File: config.mk
export PLATFORM = sky130hd
export DESIGN_NAME = fifo_rd_stream
export DESIGN_NICKNAME = d
export VERILOG_FILES = /design/src/rtl/fifo_rd_stream.sv
export SDC_FILE = /design/constraint.sdc
export NUM_CORES = 1
export LEC_CHECK = 0
export ABC_AREA = 0
export BUFFER_PORTS_ARGS = -buffer_cell sky130_fd_sc_hd__buf_2
export CAP_MARGIN = 20
export CORE_MARGIN = 5
export CORE_UTILIZATION = 40
export CTS_BUF_LIST = sky130_fd_sc_hd__clkbuf_4 sky130_fd_sc_hd__clkbuf_8
export CTS_CLUSTER_DIAMETER = 30
export DETAILED_ROUTE_END_ITERATION = 7
export GPL_TIMING_DRIVEN = 0
export HOLD_SLACK_MARGIN = 0.1
export PLACE_DENSITY = 0.67
export SYNTH_ARGS = -nofsm -noshare
export SYNTH_HDL_FRONTEND = slang
export SYNTH_SLANG_ARGS = --single-unit
export TNS_END_PERCENT = 100
File: constraint.sdc
create_clock -name clk -period 2.7 [get_ports clk]
set_clock_uncertainty 0.2 [all_clocks]
set_input_delay 0.135 -clock clk [delete_from_list [all_inputs] [get_ports clk]]
set_output_delay 0.135 -clock clk [all_outputs]
set_load 0.02 [all_outputs]
File: src/rtl/fifo_rd_stream.sv
// Drain stage for the fifo block. It reads words out of the fifo and presents them
// on a valid/ready stream through a 2-entry skid buffer, counting every delivered word.
module fifo_rd_stream #(
    parameter int DATA_W = 8,
    parameter int CNT_W  = 16
) (
    input  logic              clk,
    input  logic              rst,
    input  logic              empty,
    input  logic [DATA_W-1:0] data_op,
    output logic              rd_en,
    input  logic              flush,
    output logic              m_valid,
    input  logic              m_ready,
    output logic [DATA_W-1:0] m_data,
    output logic [CNT_W-1:0]  word_cnt
);

    typedef enum logic [1:0] {
        OCC_EMPTY = 2'd0,
        OCC_ONE   = 2'd1,
        OCC_FULL  = 2'd2
    } occ_t;

    occ_t              occ_q, occ_d;
    logic              infl_q, infl_d;
    logic              drop_q, drop_d;
    logic [DATA_W-1:0] head_q, head_d;
    logic [DATA_W-1:0] tail_q, tail_d;
    logic [CNT_W-1:0]  word_cnt_q, word_cnt_d;
    logic              cap;
    logic              pop;
    logic              space;

    // A read is only issued when the buffer plus the word in flight still fits,
    // or when a pop this cycle frees the slot the new word will land in.
    always_comb begin
        space = 1'b0;
        case (occ_q)
            OCC_EMPTY: space = 1'b1;
            OCC_ONE:   space = ~infl_q;
            default:   space = 1'b0;
        endcase
        m_valid = (occ_q != OCC_EMPTY);
        m_data  = m_valid ? head_q : '0;
        pop     = m_valid & m_ready;
        cap     = infl_q & ~drop_q;
        rd_en   = ~rst & ~flush & ~empty & (space | pop);
    end

    always_comb begin
        occ_d      = occ_q;
        head_d     = head_q;
        tail_d     = tail_q;
        infl_d     = rd_en;
        drop_d     = 1'b0;
        word_cnt_d = word_cnt_q + {{(CNT_W-1){1'b0}}, pop};
        case (occ_q)
            OCC_EMPTY: begin
                if (cap) begin
                    head_d = data_op;
                    occ_d  = OCC_ONE;
                end
            end
            OCC_ONE: begin
                if (cap && pop) begin
                    head_d = data_op;
                end else if (cap) begin
                    tail_d = data_op;
                    occ_d  = OCC_FULL;
                end else if (pop) begin
                    occ_d  = OCC_EMPTY;
                end
            end
            OCC_FULL: begin
                if (pop) begin
                    head_d = tail_q;
                    if (cap) begin
                        tail_d = data_op;
                    end else begin
                        occ_d  = OCC_ONE;
                    end
                end
            end
            default: occ_d = OCC_EMPTY;
        endcase
        // A word already requested when flush hits is marked for discard on arrival.
        if (flush) begin
            occ_d  = OCC_EMPTY;
            drop_d = infl_q;
        end
    end

    always_ff @(posedge clk or posedge rst) begin
        if (rst) begin
            occ_q      <= OCC_EMPTY;
            infl_q     <= 1'b0;
            drop_q     <= 1'b0;
            head_q     <= '0;
            tail_q     <= '0;
            word_cnt_q <= '0;
        end else begin
            occ_q      <= occ_d;
            infl_q     <= infl_d;
            drop_q     <= drop_d;
            head_q     <= head_d;
            tail_q     <= tail_d;
            word_cnt_q <= word_cnt_d;
        end
    end

    assign word_cnt = word_cnt_q;

endmodule
; Word level (Yosys, flattened, before mapping)
; Cells that the tools add are included.
[classes]
muxes = 19
eq_ne = 11
add_sub_neg = 1
bitwise_logic = 11
n_reduce_logical = 8
[op_table]
columns = operator, n
row1 = 2-to-1 mux 8 bit, 7
row2 = case mux 8 bit (3 select lines), 1
row3 = adder 16 x 1 -> 16 bit, 1
row4 = case mux 8 bit (2 select lines), 1
row5 = 2-to-1 mux 2 bit, 7
row6 = != test 3 bit (second input constant), 4
row7 = != test 2 bit (second input constant), 4
row8 = case mux 2 bit (3 select lines), 1
row9 = bitwise AND 1 bit, 5
row10 = NOT 1 bit, 5
row11 = AND reduction 5 bit, 1
row12 = != test 4 bit (second input constant), 1
row13 = AND reduction 4 bit, 1
row14 = nonzero test 2 bit, 2
row15 = AND reduction 3 bit, 1
row16 = nonzero test 3 bit, 1
row17 = equality test 2 x 1 -> 1 bit (second input constant), 1
row18 = equality test 2 bit (second input constant), 1
row19 = logical NOT 2 bit, 1
row20 = case mux 1 bit (2 select lines), 1
row21 = logical AND 1 bit, 1
row22 = 2-to-1 mux 1 bit, 1
row23 = bitwise OR 1 bit, 1
[word_totals]
word_cells = 56
out_inout_bits = 26
register_bits = 36

; Longest topological paths before layout
; Gate-level depths: netlist (run 1).
[depth]
word_depth = 7
depth_mapped = 8
depth_no_buf = 7

; Worst setup path after synthesis (run 1)
; No wires, ideal clock.
[synth_path]
path_type = reg-to-reg
start = reg occ_q[1]
end = reg tail_q[0]
t_required_ns = 2.375
arrival_ns = 1.504
setup_ns = 0.125
path_stages_with_launch = 7
slack_ns = 0.871
cell_sequence = dfrtp_1 buf_4 nor2b_4 buf_6 a22o_2 nand2_2 mux2_2
[synth_via]
elab_chain_cells = 5
[synth_lines]
columns = item, line_no
row1 = from (decl), 25  ; occ_t occ_q, occ_d;
row2 = from (signal assigned), 96  ; occ_q <= OCC_EMPTY;
row3 = from (signal assigned), 103  ; occ_q <= occ_d;
row4 = nonzero test 2 bit, 44  ; m_valid = (occ_q != OCC_EMPTY);
row5 = bitwise AND 1 bit, 46  ; pop = m_valid & m_ready;
row6 = logical AND 1 bit, 66  ; if (cap && pop) begin
row7 = != test 2 bit (no line), --
row8 = AND reduction 3 bit (no line), --
row9 = to (signal assigned), 107  ; tail_q <= tail_d;
row10 = to (decl), 29  ; logic [DATA_W-1:0] tail_q, tail_d;
; Parallel ways exist; a longest one is shown, timed or not.
; A chain may end at the register's enable or synchronous reset.

; Worst setup path in the final report (run 1)
[layout_path]
start = reg occ_q[1]
end = out m_data[3]
[layout_via]
elab_chain_cells = 2
[layout_lines]
columns = item, line_no
row1 = nonzero test 2 bit, 44
row2 = 2-to-1 mux 8 bit, 45  ; m_data = m_valid ? head_q : '0;
row3 = to (decl), 15  ; output logic [DATA_W-1:0] m_data,
; No other way between the ends.

==> results of run 1 <==
## registers in the layout, indices dropped and copies added (netlist names)
| signal | count |
|---|---|
| tail_q | 8 |
| word_cnt | 16 |
| infl_q | 1 |
| occ_q | 2 |
| head_q | 8 |
| drop_q | 1 |
## layer usage
layer | share of wire, % | global-route usage, %
met5 | 0 | 0
met4 | 1.2 | 4.150
met3 | 7.4 | 5.340
met2 | 49 | 23.60
met1 | 43 | 15.50
## layout make-up
type                       count  area share, %
timing repair buffer          51          15.30
buffer                         4          1.586
sequential                    36          40.79
multi-input combinational    100          33.77
inverter                       4         0.6799
clock buffer                   6          3.456
tap                           50          2.833
clock inverter                 2          1.586
## cells in the final DEF, fill, tap and decap left out, types with 5 or more instances in the layout
cell	n
nor2_1	7
xor2_1	5
dfrtp_1	36
and2b_1	8
clkbuf_8	5
xnor2_1	10
mux2i_1	9
mux2_2	8
o21ai_0	8
nand2_1	15
buf_2	39
dlygate4sd3_1	12
## synth_stat cells, drive strengths merged (2+ instances only)
| library cell | instances |
|---|---|
| a21oi | 2 |
| and2 | 2 |
| and2b | 8 |
| and3 | 2 |
| buf | 4 |
| dfrtp | 36 |
| inv | 4 |
| mux2 | 8 |
| mux2i | 9 |
| nand2 | 16 |
| nand3 | 4 |
| nand4 | 3 |
| nor2 | 7 |
| nor2b | 3 |
| nor4 | 2 |
| o21ai | 8 |
| xnor2 | 10 |
| xor2 | 5 |
## cells by family after synthesis
family                     after synthesis  share of synthesized area [%]
adders and majority gates                1                         0.7373
DFF                                     36                          53.10
buffers and inverters                    8                          2.949
muxes                                   17                          10.62
and+or+nand+nor                         52                          18.07
AOI/OAI and AO/OA                       15                          6.785
xor gates and xnor gates                15                          7.743
## power groups by stage
| stage | registers, mW | logic, mW | clock network (mW) |
|---|---|---|---|
| final | 0.654 | 0.203 | 0.464 |
| after global placement | 0.659 | 0.182 | 0 |
| after detailed placement | 0.665 | 0.194 | 0 |
| after global routing | 0.664 | 0.225 | 0.507 |
| after floorplan | 0.684 | 0.0979 | 0 |
| after CTS | 0.654 | 0.208 | 0.482 |
## worst min-delay path by stage
| stage | from | to | slack [ps] | depth (start not counted) |
|---|---|---|---|---|
| final | m_ready | word_cnt[0] | 140 | 4 |
| after global routing | m_ready | word_cnt[0] | 160 | 4 |
| after CTS | m_ready | word_cnt[0] | 130 | 4 |
| after detailed placement | rst | infl_q | 40 | 2 |
| after global placement | empty | infl_q | 100 | 2 |
| after floorplan | flush | occ_q[0] | 0.8 | 1 |
## worst reg2reg max path, cell delays in order, from the launching register on
cell,delay (ps)
dfrtp_1,490
o211ai_2,180
inv_1,100
ha_1,200
nand2_1,90
nor3_1,300
and3_1,240
xor2_1,150
## per-stage QoR
stage	hold WS (ps)	power, mW	area [um2]	std cells	util [%]
6_report	140.4	1.322	2208	253	54.42
4_1_cts	129.5	1.345	2208	253	54.42
3_3_place_gp	104.7	0.8409	1949	232	48.04
5_1_grt	155.1	1.396	2208	253	54.42
2_1_floorplan	0.8284	0.7815	1697	144	-
3_5_place_dp	36.64	0.8589	1977	233	48.72
## repair_timing
action / 4_1_cts / 5_1_grt
endpoints found under the hold margin: 32 / 0
hold buffers: 12 / 0
gates resized for setup: 0 / 0
==> summary.md, run 1 <==
| Metric | Value |
|---|---|
| Status | complete, no violations |
| CP max stage cell | nor2_1 |
| Worst-path clk slew | 70 ps |
| Slew Limit Fails | 0 |
| Vias post-DR | 1225 |
| Relative slew margins | 52.94% |
| Ys Warns | 0 |
| TritonCTS buffer count | 5 |
| H-tree levels | 2 |
| Top-area cell type share of the netlist area | 53.10% |
| Fillcell total | 362 |
| Placer Congestion | 0.7436 |
| Final Hold Fails | 0 |
| Ys flop type | dfrtp_1 |
| Port Buf Inserts | 38 |
| Die W | about 75 um |
| Max stage delay on crit path | 540 ps |
| Clock Latency Late Sink | 290 ps |
| Final period util | slightly below 80% |
| Avg Cell Area, Syn | ~12 um2 |
| Area leader, netlist | dfrtp_1 |
| First-pass GRT wire length | 5.761 mm |
| Final wirelength | 3.504 mm |
| # setup viols final | 0 |
| Worst Slack Setup Final | 609.2 ps |
| Nets | 216 |
| Crit Reg-Reg Startpoint | occ_q[0] |
| CTS tree | done |
| Die height | ~75 um |
| Arrival time worst endpoint | 1760 ps |
| RSZ-0062 raised after global routing | no |
| Synthesized area | 1697 um2 |
| Share of cells above drive strength 1 | 32.51% |
| Clk pwr share | 35.1% |
| Global route total overflow | 0 |
| Post-DRT Antenna Nets | 0 |
| VDD IR max | 0.2925 mV |
| Drt pass-1 iters | 4 |
| Post-route DRC | 0 |
| Pleak | 1.140 nW |
| CP Class | register to output port |
| Synth Instances | 144 |
| CP required | 2370 ps |
| Crit path capture | m_data[3] |
| Number of global-route vias before repair | 1311 |
| R2R Setup Slk | about 680 ps |
| Rows | 23 |
| Minimum clock period | 2091 ps |
| CP endpoint kind | output port |
| P_sw | 0.3407 mW |
| CP Launch Point | occ_q[1] |
| Synth unique cells | 34 |
| CP max FO | 10 |
| FF+latch count, synth | 36 |
| CTS max path bufs | 2 |
| Root buf cell | clkbuf_8 |
| Initial core utilization | between 40% and 50% |
| Power Density | between 500 and 600 nW/um2 |
| Tot GR Track Use | a little over an eighth |
| R2R cell count | 7 |
| CP cell instances | buf_4, nor2_1, and2b_1, buf_2 |
| EDFF count, synth | 0 |
| Combinational share of power | 15.4% |
| Wire per inst | 13.85 um |
| Register share of total power | 49.5% |
| Diode count | 0 |
| Number of post-CTS setup repair buffers | 0 |
| Reg-to-reg endpoint | word_cnt[10] |
| Startpoint types | register |
| Setup TNS | 0 ps |
| Worst Tran Pin Value | 703.3 ps |
| Hold Crit Class | primary input to register |
| Vias/cell | 4.842 |
| Top post-synthesis cells by area | dfrtp_1 53%, mux2i_1 5.3%, mux2_2 5.3% |
| Sw Share | around a quarter |
| Initial antenna violation count | 0 |
| Max cap viols | 0 |
| Drt first-iter violations | 32 |
| Core Area | 4058 um2 |
| Layout area overhead | 30.16% |
| I/O pins | 39 |
| Syn Nets | 158 |
| Pre-CTS WS | 680.5 ps |
| Fmax | 0.4783 GHz |
| Register area | 900.9 um2 |
| Async S/R FF share, synth | 100.0% |
| Post-synthesis sequential area ratio | between 50% and 60% |
| Clk sinks | 36 |
| Post-DP HPWL | about 2.6 mm |
| Pin count of the biggest net entering global routing | 25 |
| Worst path top cell family by delay | simple AND/OR/NAND/NOR gates |
| Crit path depth | 4 |
| Die ar. | 5644 um2 |
| Area occupied by multi-input gates | 745.7 um2 |
| P_int | between 0.9 and 1 mW |
| Worst Path Buf+Inv | 2 |
No activity file was read; power rests on OpenSTA's default activity.
==> inputs of run 2 (changes only) <==
PLACE_DENSITY = 0.7   (was 0.67)
clock period = 1.9 ns   (was 2.7 ns; I/O delays follow)
==> run 2 against run 1 <==
  * Sequential share of layout area is 1.5 points lower
  * Sequential power rose by 43%
  * Clock-buffer cell count down 1
  * Final area up 4.0%
  * Utilization grew 2.2 points
  * Non-clock buffer count is 1 higher
  * Via count fell by 0.24%
  * Sequential cell count stayed put
  * Critical path depth up 3
  * Critical path type is now register to register
  * Largest cell class unchanged
==> summary.md, run 2 (synthesized netlist as in run 1, its figures left out) <==
| Metric | Value |
|---|---|
| CP max FO | 7 |
| Global route total overflow | 0 |
| Worst hold slack | 158.1 ps |
| Initial core utilization | 41.81% |
| Hold Crit Class | primary input to register |
| Pleak | ~1.2 nW |
| Post-DP HPWL | 2.338 mm |
| Drt first-iter violations | 35 |
| First-pass GRT wire length | 5.561 mm |
| Commonest non-fill, non-tap cell in the layout | buf_2 |
| Diode count | 0 |
| Drt pass-1 iters | 2 |
| Wire per inst | 13.54 um |
| CP Launch Point | occ_q[0] |
| Max stage delay on crit path | 500 ps |
| # setup viols final | 0 |
| HP Start | m_ready |
| CP endpoint kind | register |
| Pin count of the biggest net entering global routing | 25 |
| Core Area | about 4100 um2 |
| Minimum clock period | 1868 ps |
| Placer Congestion | slightly above 0.7 |
| H-tree levels | 2 |
| R2R cell count | 7 |
| Power Density | 827.3 nW/um2 |
| Max cap viols | 0 |
| Status | complete, no violations |
| Root buf cell | clkbuf_8 |
| Most frequent cells in the layout | 39 x buf_2, 35 x dfrtp_1, 15 x nand2_1 |
| Port Buf Inserts | 38 |
| Finished Layout Cells | roughly 250 |
| Layout area overhead | 35.40% |
| Arrival time worst endpoint | 1840 ps |
| Worst-path clk slew | ~70 ps |
| Worst hold path depth | 5 |
| Share of cells above drive strength 1 | 33.82% |
| Fmax | 0.5354 GHz |
| CTS max path bufs | 2 |
| Post-DRT Antenna Nets | 0 |
| Fin util | 56.61% |
| CP required | 1870 ps |
| R2R Setup Slk | around 32 ps |
| CP cell instances | o211ai_4, inv_1, ha_1, nand2_1, nor3_2, and3_1, xor2_1 |
| TritonCTS buffer count | 5 |
| Reg-to-reg endpoint | word_cnt[10] |
| Post-route DRC | 0 |
| Initial antenna violation count | 0 |
| Worst Slack Setup Final | 32.25 ps |
| Max FFs per register | 16 |
| CTS tree | done |
| Vias/cell | between 4 and 5 |
| CP max stage cell | dfrtp_2 |
| Die height | 75.13 um |
| Clk sinks | 36 |
| Relative slew margins | 59.97% |
| Die W | about 75 um |
| Final Hold Fails | 0 |
| Startpoint types | register |
| Tot GR Track Use | 13.23% |
| Crit Reg-Reg Startpoint | occ_q[0] |
| Hold EP | occ_q[1] |
| Rows | 23 |
| Final wirelength | approximately 3.4 mm |
| Worst Tran Pin Value | between 500 and 600 ps |
| VDD IR max | a little over 0.5 mV |
| Slew Limit Fails | 0 |
| I/O pins | 39 |
| Number of global-route vias before repair | ~1200 |
| Clock Latency Late Sink | 280 ps |
| Placed Instances | ~230 |
| Setup TNS | 0 ps |
| Nets | 217 |
| Vias post-DR | 1222 |
| Pre-CTS WS | -82.77 ps |
| Die ar. | 5644 um2 |
| Worst path top cell family by delay | flip-flops |
| Worst Path Buf+Inv | 1 |
| CP Class | register to register |
| RSZ-0062 raised after global routing | yes |
| Final period util | roughly 98% |
-- run 2: per-stage QoR --
stage / cell area [um2] / power [mW]
after global placement: 1949 / 1.196
final: 2297 / 1.900
after detailed placement: 1977 / 1.215
after floorplan: 1697 / 1.111
after CTS: 2232 / 1.904
after global routing: 2297 / 2.005
-- run 2: power breakdown --
part | internal [mW] | leakage [nW] | switching [mW]
Combinational | 0.144 | 0.643 | 0.161
Clock | 0.388 | 0.0541 | 0.275
Sequential | 0.861 | 0.474 | 0.0707
Total | 1.39 | 1.17 | 0.508
-- run 2: worst min-delay path, cell delays in order --
cell and delay [ps]:
buf_2 100, buf_2 190, nand2_1 90, a22oi_1 60
nor2_1 80
-- run 2: repair_timing --
item | CTS | global route
buffers inserted | 0 | 0
pin swaps | 0 | 1
hold buffers | 13 | 0
endpoints found under the setup margin | 26 | 18
gates resized for setup | 4 | 13
endpoints found under the hold margin | 57 | 0
-- run 2: final cells by class --
| cell class | count | area, um2 |
|---|---|---|
| Fill cell | 352 | 1760 |
| Sequential cell | 36 | 902.1 |
| Multi-Input combinational cell | 100 | 810.8 |
| Timing Repair Buffer | 52 | 347.8 |
| Clock buffer | 5 | 68.82 |
| Tap cell | 50 | 62.56 |
| Buffer | 4 | 47.55 |
| Clock inverter | 3 | 42.54 |
| Inverter | 4 | 15.01 |
-- run 2: per-layer routing --
layer	routed length [um]	global-route usage, %	up-vias
li1	-	-	618
met2	1590	21.76	29
met3	180	4.673	5
met5	0	0	-
met1	1632	15.91	570
met4	35	4.941	0
-- run 2: how the worst max path moves through the flow --
stage                     depth (start not counted)      endpoint
final                                             7  word_cnt[10]
after global routing                              7  word_cnt[12]
after CTS                                         8  word_cnt[10]
after detailed placement                          7  word_cnt[10]
after global placement                            6     tail_q[6]
after floorplan                                   6     tail_q[0]
==> inputs of run 3 (changes only) <==
MAX_ROUTING_LAYER = met4   (was unset)
SLEW_MARGIN = 25   (was unset)
==> run 3 against run 2 <==
  * Total power shrank 7.3%
  * Via count is 0.82% higher
  * Register-to-register slack improved by 40 ps
  * Clock power down 19%
  * Worst hold slack worse by 45 ps
  * Maximum frequency increased by 2.3%
  * Global-route usage grew 0.27 points
  * Utilization fell by 1.2 points
  * Highest routed layer unchanged
==> summary.md, run 3 (synthesized netlist as in run 1, its figures left out) <==
| Metric | Value |
|---|---|
| Clk sinks | 36 |
| Die W | 75.13 um |
| Minimum clock period | 1825 ps |
| Fmax | 0.5479 GHz |
| Wire per inst | 13.13 um |
| Power Density | 783.8 nW/um2 |
| Worst Tran Pin Value | approximately 730 ps |
| Placed cell area | approximately 1900 um2 |
| Share of cells above drive strength 1 | 36.84% |
| CP Class | register to register |
| Rows | 23 |
| TritonCTS buffer count | 5 |
| Die ar. | 5644 um2 |
| Fin util | 55.38% |
| Slew Limit Fails | 0 |
| Max FFs per register | 16 |
| Register area | 902.1 um2 |
| Worst hold slack | 113.4 ps |
| Max stage delay on crit path | 370 ps |
| CP Launch Point | occ_q[1] |
| Relative slew margins | between 50% and 60% |
| Final Hold Fails | 0 |
| Vias/cell | roughly 4.8 |
| CP required | 1870 ps |
| Post-DP HPWL | ~2.3 mm |
| Pleak | 1.166 nW |
| Drt first-iter violations | 41 |
| Tot GR Track Use | a little over an eighth |
| Crit Reg-Reg Startpoint | occ_q[1] |
| Die height | 75.13 um |
| CP max FO | 9 |
| Post-Layout Inst Area | 2247 um2 |
| Worst-path clk slew | roughly 70 ps |
| CP max stage cell | dfrtp_1 |
| Commonest non-fill, non-tap cell in the layout | buf_2 |
| Final period util | 96.05% |
| Post-route DRC | 0 |
| Final wirelength | 3.400 mm |
| Pre-CTS WS | -96.78 ps |
| Initial antenna violation count | 0 |
| First-pass GRT wire length | 5.499 mm |
| Port Buf Inserts | 38 |
| Post-DRT Antenna Nets | 0 |
| Most frequent cells in the layout | 39 x buf_2, 35 x dfrtp_1, 15 x nand2_1 |
| Fillcell total | 358 |
| Arrival time worst endpoint | 1800 ps |
| Diode count | 0 |
| Worst Slack Setup Final | about 75 ps |
| Placer Congestion | roughly 0.72 |
| Number of global-route vias before repair | roughly 1200 |
| Nets | 222 |
| RSZ-0062 raised after global routing | no |
| Root buf cell | clkbuf_8 |
| Finished Layout Cells | between 200 and 300 |
| Initial core utilization | 41.81% |
| Global route total overflow | 0 |
| Drt pass-1 iters | 4 |
| Setup TNS | 0 ps |
| HP Start | m_ready |
| # setup viols final | 0 |
| Area occupied by multi-input gates | 774.5 um2 |
| Max cap viols | 0 |
| Status | complete, no violations |
| Hold Crit Class | primary input to register |
| H-tree levels | 2 |
| CTS max path bufs | 2 |
| Startpoint types | register |
| Pin count of the biggest net entering global routing | 37 |
| CP endpoint kind | register |
| Layout area overhead | 32.45% |
| CP cell instances | buf_6, nor2b_4, buf_8, a22o_2, nand2_4, mux2_2 |
| Total Power | about 1.8 mW |
| VDD IR max | about 0.5 mV |
| Placed Instances | around 230 |
| CTS tree | done |
| I/O pins | 39 |
| Clock Latency Late Sink | 280 ps |
| Vias post-DR | 1232 |
| Core Area | ~4000 um2 |
==> run 3: changes by cell type in the layout (fill, tap and decap cells not counted), sizes merged <==
cell / change
buf: +6
clkinv: +2
bufinv: -1
clkinvlp: -1
dlygate4sd3: -1
==> run 3: final timing paths <==
kind	slack (ps)	end	cells after the start
worst max register to register	70	tail_q[5]	6
max in group asynchronous	690	occ_q[0]	3
worst min-delay path	110	word_cnt[0]	4
worst min register to register	280	head_q[3]	2
min in group asynchronous	290	infl_q	3
worst max-delay path	70	tail_q[5]	6
==> run 3: critical path: cells and delay by family (launching register included) <==
kind	cells	cell delay, ps
flip-flops	1	370
multiplexers	1	350
AO/OA/AOI/OAI	1	270
buffers and inverters	2	260
AND/OR/NAND/NOR	2	260
==> run 3: area by class of cell <==
type / instances / area share (%)
flip-flops and latches: 36 / 40.14
plain buffers: 4 / 1.893
clock buffers: 5 / 3.062
inverters: 4 / 0.6682
well taps: 50 / 2.784
repair buffers: 57 / 16.15
clock inverters: 3 / 0.8352
multi-input cells: 100 / 34.47
==> run 3: report_power, final <==
part,switching [mW],internal [mW],total [mW],leakage [nW]
clock network,0.279,0.255,0.534,0.0479
registers,0.0688,0.861,0.930,0.474
logic,0.166,0.131,0.297,0.645
total,0.514,1.25,1.76,1.17
==> run 3: per-layer routing <==
metal / track usage, % / vias up / share of wire (%)
met5: - / - / 0
met4: 4.743 / 0 / 1.4
met3: 4.005 / 6 / 5.4
met2: 21.47 / 29 / 46
met1: 16.28 / 576 / 47
li1: - / 621 / -
==> run 3: what timing repair did <==
action,4_1_cts,5_1_grt
gates cloned,0,0
buffers inserted,0,7
pin swaps,0,2
endpoints found under the setup margin,22,19
resized for setup,5,4
hold buffers,12,0
endpoints found under the hold margin,56,0
